File: src/rtl/demux_12_queue.sv
// Registered 1:2 demultiplexer with one small FIFO per consumer lane.
// Ports: clk, rst, flush, in_valid/in_ready/in_data/select, outN_valid/ready/data/level.
module demux_12_queue #(
   parameter int WIDTH = 32,
   parameter int DEPTH = 2,
   localparam int PW = $clog2(DEPTH),
   localparam int LW = $clog2(DEPTH + 1)
) (
   input  logic             clk,
   input  logic             rst,
   input  logic             flush,
   input  logic             in_valid,
   output logic             in_ready,
   input  logic [WIDTH-1:0] in_data,
   input  logic             select,
   output logic             out0_valid,
   input  logic             out0_ready,
   output logic [WIDTH-1:0] out0_data,
   output logic [LW-1:0]    out0_level,
   output logic             out1_valid,
   input  logic             out1_ready,
   output logic [WIDTH-1:0] out1_data,
   output logic [LW-1:0]    out1_level
);

   localparam logic [LW-1:0] FULL = LW'(DEPTH);

   logic             accept;
   logic             push [2];
   logic             pop  [2];
   logic             rdy  [2];
   logic             vld  [2];
   logic [WIDTH-1:0] dat  [2];
   logic [LW-1:0]    lvl  [2];

   // Full lanes refuse even when popping this cycle; no pass-through.
   assign in_ready = !flush && (select ? (lvl[1] != FULL)
                                       : (lvl[0] != FULL));
   assign accept   = in_valid && in_ready;

   assign push[0] = accept && !select;
   assign push[1] = accept && select;

   assign rdy[0] = out0_ready;
   assign rdy[1] = out1_ready;

   // Flush overrides any same-cycle pop.
   assign pop[0] = vld[0] && rdy[0] && !flush;
   assign pop[1] = vld[1] && rdy[1] && !flush;

   for (genvar n = 0; n < 2; n++) begin : g_lane
      logic [WIDTH-1:0] mem_q [DEPTH];
      logic [PW-1:0]    wr_q, wr_d;
      logic [PW-1:0]    rd_q, rd_d;
      logic [LW-1:0]    lvl_q, lvl_d;

      always_comb begin
         wr_d  = wr_q;
         rd_d  = rd_q;
         lvl_d = lvl_q;
         if (flush) begin
            wr_d  = '0;
            rd_d  = '0;
            lvl_d = '0;
         end else begin
            // Power-of-two depth: pointers wrap naturally.
            if (push[n]) wr_d = wr_q + 1'b1;
            if (pop[n])  rd_d = rd_q + 1'b1;
            if (push[n] && !pop[n]) lvl_d = lvl_q + 1'b1;
            if (!push[n] && pop[n]) lvl_d = lvl_q - 1'b1;
         end
      end

      always_ff @(posedge clk or posedge rst) begin
         if (rst) begin
            wr_q  <= '0;
            rd_q  <= '0;
            lvl_q <= '0;
         end else begin
            wr_q  <= wr_d;
            rd_q  <= rd_d;
            lvl_q <= lvl_d;
         end
      end

      // Storage needs no reset; level gates visibility.
      always_ff @(posedge clk) begin
         if (push[n]) mem_q[wr_q] <= in_data;
      end

      assign lvl[n] = lvl_q;
      assign vld[n] = (lvl_q != '0);
      assign dat[n] = vld[n] ? mem_q[rd_q] : '0;
   end

   assign out0_valid = vld[0];
   assign out0_data  = dat[0];
   assign out0_level = lvl[0];
   assign out1_valid = vld[1];
   assign out1_data  = dat[1];
   assign out1_level = lvl[1];

endmodule

File: config.mk
export PLATFORM = sky130hd
export DESIGN_NAME = demux_12_queue
export DESIGN_NICKNAME = d
export VERILOG_FILES = /design/src/rtl/demux_12_queue.sv
export SDC_FILE = /design/constraint.sdc
export NUM_CORES = 1
export LEC_CHECK = 0
export CORE_UTILIZATION = 45
export CTS_CLUSTER_DIAMETER = 150
export DETAILED_ROUTE_END_ITERATION = 8
export PLACE_DENSITY = 0.72
export SYNTH_ARGS = -nofsm -noshare
export SYNTH_HDL_FRONTEND = slang
export SYNTH_SLANG_ARGS = --single-unit
File: constraint.sdc
create_clock -name clk -period 8.2 [get_ports clk]
set_input_delay 1.23 -clock clk [delete_from_list [all_inputs] [get_ports clk]]
set_output_delay 1.23 -clock clk [all_outputs]
set_load 0.005 [all_outputs]
==> impl_metrics.csv <==
group,metric,value,unit
grt,grt_pass1_vias,3103,
grt,grt_pass1_wl,15.86,mm
clock_network,clk_pin_slew,60,ps
detailed_routing,drtPass1Iterations,5,
detailed_routing,avgRoutedWirePerCell,17.89,um
clock_network,cts_tree,"yes",
power_and_ir_drop,p_leak,2.321,nW
setup_path,critPathKind,"in2out",
setup_path,cp_common_cell,"clkdlybuf4s50_1",
cells_and_area,drive_above_1_share,9.451,%
power_and_ir_drop,p_int,1.258,mW
cells_and_area,fin_nets,481,
power_and_ir_drop,p_switching,0.3308,mW
setup_path,path_cells,"clkdlybuf4s50_1, and2b_1, a211oi_1, clkdlybuf4s50_1",
timing,setup_tns,0,ps
synthesis,synthMuxAreaShare,12.14,%
setup_path,worstPathRequired,6970,ps
grt,antenna_found_initial,0,
timing,fmax,249.2,MHz
detailed_routing,viasPerCell,5.099,
setup_path,start_kind,"input pin",
synthesis,synth.distinct_cells,30,
synthesis,syn-cell-area,5278,sq um
synthesis,netlist_instances,323,
synthesis,ys_warn_count,0,
grt,overflow,0,
clock_network,insertion_delay,410,ps
timing,fin_worst_skew,5.744,ps
clock_network,root_buffer,"clkbuf_16",
cells_and_area,nFillCells,862,
power_and_ir_drop,power_frac_comb,7.8,%
synthesis,synthXorXnorAreaFrac,0.3319,%
grt,grt_usage,18.41,%
synthesis,synth_nets,362,
clock_network,cts_buffers,17,
detailed_routing,vias,3049,
cells_and_area,final_cell_mix,"128 x edfxtp_1, 109 x clkdlybuf4s50_1, 66 x nor2_1",
clock_network,clk_path_buf_depth,2,
power_and_ir_drop,pwr-share-seq,50.0,%
timing,setup_viol,0,
floorplan,die_w,110.3,um
cells_and_area,antennaDiodeCount,0,
detailed_routing,drc,0,
grt,grt_max_degree,35,
power_and_ir_drop,power_frac_clock,42.2,%
power_and_ir_drop,switching_share,20.82,%
floorplan,row_count,39,
setup_path,cpMaxStageDelayCell,"clkdlybuf4s50_1",
clock_network,cts_hold_buf,0,
synthesis,seq_area_frac_synth,76.62,%
setup_path,worstSetupEndpointType,"output port",
timing,hold_viol,0,
floorplan,chipHeight,110.3,um
run,max_cap_viol_count,0,
timing,min_period,4012,ps
detailed_routing,drt_first_iter_violations,177,
setup_path,crit_family,"buffers and inverters",
synthesis,synth_top_family_by_area,"multiplexers",
hold_path,hold_path_class,"reg2reg",
power_and_ir_drop,peakVddDrop,0.0001696,V
timing,max_slew.worst_pin.slew,1118,ps
run_status,status,"finished clean",
timing,finalCritPeriodShare,48.93,%
floorplan,io_pins,110,
placed_design,hpwl,6.300,mm
placed_design,gp_congestion,0.7078,
clock_network,clock_sinks,136,
clock_network,htreeDepth,4,
setup_path,crit_buf_inv,2,
synthesis,synth-compound-area-share,2.015,%
timing,slew_viol_final,0,
synthesis,yosys.area_share.adder,0,%
clock_network,post_cts_buffers,0,
timing,max_slew_margin,25.44,%
setup_path,rrSetupSlack,6290,ps
cells_and_area,layout_commonest_cell,"edfxtp_1",
detailed_routing,wl,10.70,mm
placed_design,io_buffers,109,
timing,rsz0062_at_grt,"false",
floorplan,die_area,12170,sq um
clock_network,post_cts_resize_count,0,
timing,hold_ws,599.0,ps
cells_and_area,syn2layout_area_growth,34.23,%
power_and_ir_drop,power_density,224.2,nW/um^2
synthesis,synth_seq_cells,136,
setup_path,worst-path-max-fanout,9,
setup_path,crit_path_max_incr_delay,600,ps
floorplan,coreArea,11420,sq um
detailed_routing,ant_nets,0,
setup_path,arrival,2780,ps
floorplan,start_util,46.22,%
power_and_ir_drop,finalPower,1.588,mW
synthesis,avgSynthCellArea,16.34,sq um
synthesis,synthSimpleGateAreaFrac,7.278,%
[routing by layer]
metal / GRT usage [%] / vias up / part of all wire [%]
met1: 22.02 / 1501 / 43
met5: 0 / - / 0
met4: 7.613 / 0 / 0.89
li1: - / 1447 / -
met3: 6.408 / 10 / 5.4
met2: 30.35 / 91 / 50
[synthesized netlist by cell type]
cell type | count | area [sq um]
edfxtp_1 | 128 | 3844
nor2_1 | 68 | 255.2
mux2i_1 | 64 | 640.6
buf_2 | 14 | 70.07
dfrtp_1 | 8 | 200.2
a21oi_1 | 4 | 20.02
a31oi_1 | 2 | 12.51
inv_2 | 2 | 7.510
nand2_1 | 2 | 7.510
nand3b_1 | 2 | 15.01
nor2b_1 | 2 | 12.51
nor4_1 | 2 | 12.51
nor4b_1 | 2 | 17.52
o211ai_1 | 2 | 15.01
o21ai_0 | 2 | 10.01
o21ai_1 | 2 | 10.01
o21bai_1 | 2 | 15.01
or3_1 | 2 | 12.51
xor2_1 | 2 | 17.52
a211oi_1 | 1 | 7.510
a22oi_1 | 1 | 7.510
a32oi_1 | 1 | 8.760
and2b_1 | 1 | 7.510
and2b_4 | 1 | 10.01
and4b_1 | 1 | 10.01
and4bb_1 | 1 | 12.51
clkbuf_1 | 1 | 3.750
inv_1 | 1 | 3.750
nand2b_1 | 1 | 6.260
nand3_1 | 1 | 5.000
[worst reg2reg max path, cell delays in order (launching register included)]
cell	delay, ps
dfrtp_1	460
nor2b_1	250
nor4b_2	320
buf_4	500
[registers in the layout, summed over array words and instances, names as in the netlist]
signal / cells
g_lane.mem_q: 128
g_lane.rd_q: 2
g_lane.wr_q: 2
out0_level: 2
out1_level: 2
[final cells by class]
cell class | instances | area (sq um) | share of cell area, %
sequential | 136 | 4046 | 57.12
timing repair buffer | 115 | 1136 | 16.04
clock inverter | 11 | 82.58 | 1.166
tap | 143 | 178.9 | 2.526
inverter | 3 | 11.26 | 0.1590
clock buffer | 21 | 440.4 | 6.217
multi-input combinational | 169 | 1189 | 16.78
[power by group through the flow]
stage	Combinational, mW	Sequential, mW	Clock [mW]
2_1_floorplan	0.0580	0.796	0
3_3_place_gp	0.122	0.808	0
3_5_place_dp	0.124	0.809	0
4_1_cts	0.125	0.795	0.687
5_1_grt	0.134	0.796	0.712
6_report	0.123	0.794	0.671
[per-stage QoR]
step,util [%],std cells,instance area [sq um],setup slack [ps]
finish,62.04,598,7084,4188
global placement,57.46,566,6561,4201
floorplan,-,323,5278,2855
detailed placement,57.46,566,6561,4171
CTS,62.04,598,7084,4181
global route,62.04,598,7084,4108
[worst paths after layout]
| check | start | to | depth (start not counted) |
|---|---|---|---|
| worst min register to register | g_lane[1].wr_q | g_lane[1].wr_q | 2 |
| worst min-delay path | g_lane[1].wr_q | g_lane[1].wr_q | 2 |
| worst max register to register | out1_level[1] | g_lane[1].mem_q[1][15] | 3 |
| max in group asynchronous | rst | g_lane[1].rd_q | 2 |
| min in group asynchronous | rst | out1_level[1] | 2 |
| worst max-delay path | select | in_ready | 4 |
[cell families (layout without fill, tap and decap cells)]
family	after synthesis	count (layout)
buffers and inverters	18	150
flip-flops	136	136
AO/OA/AOI/OAI	17	17
XOR/XNOR	2	2
multiplexers	64	64
AND/OR/NAND/NOR	86	86
Power figures use the tool's default switching activity.
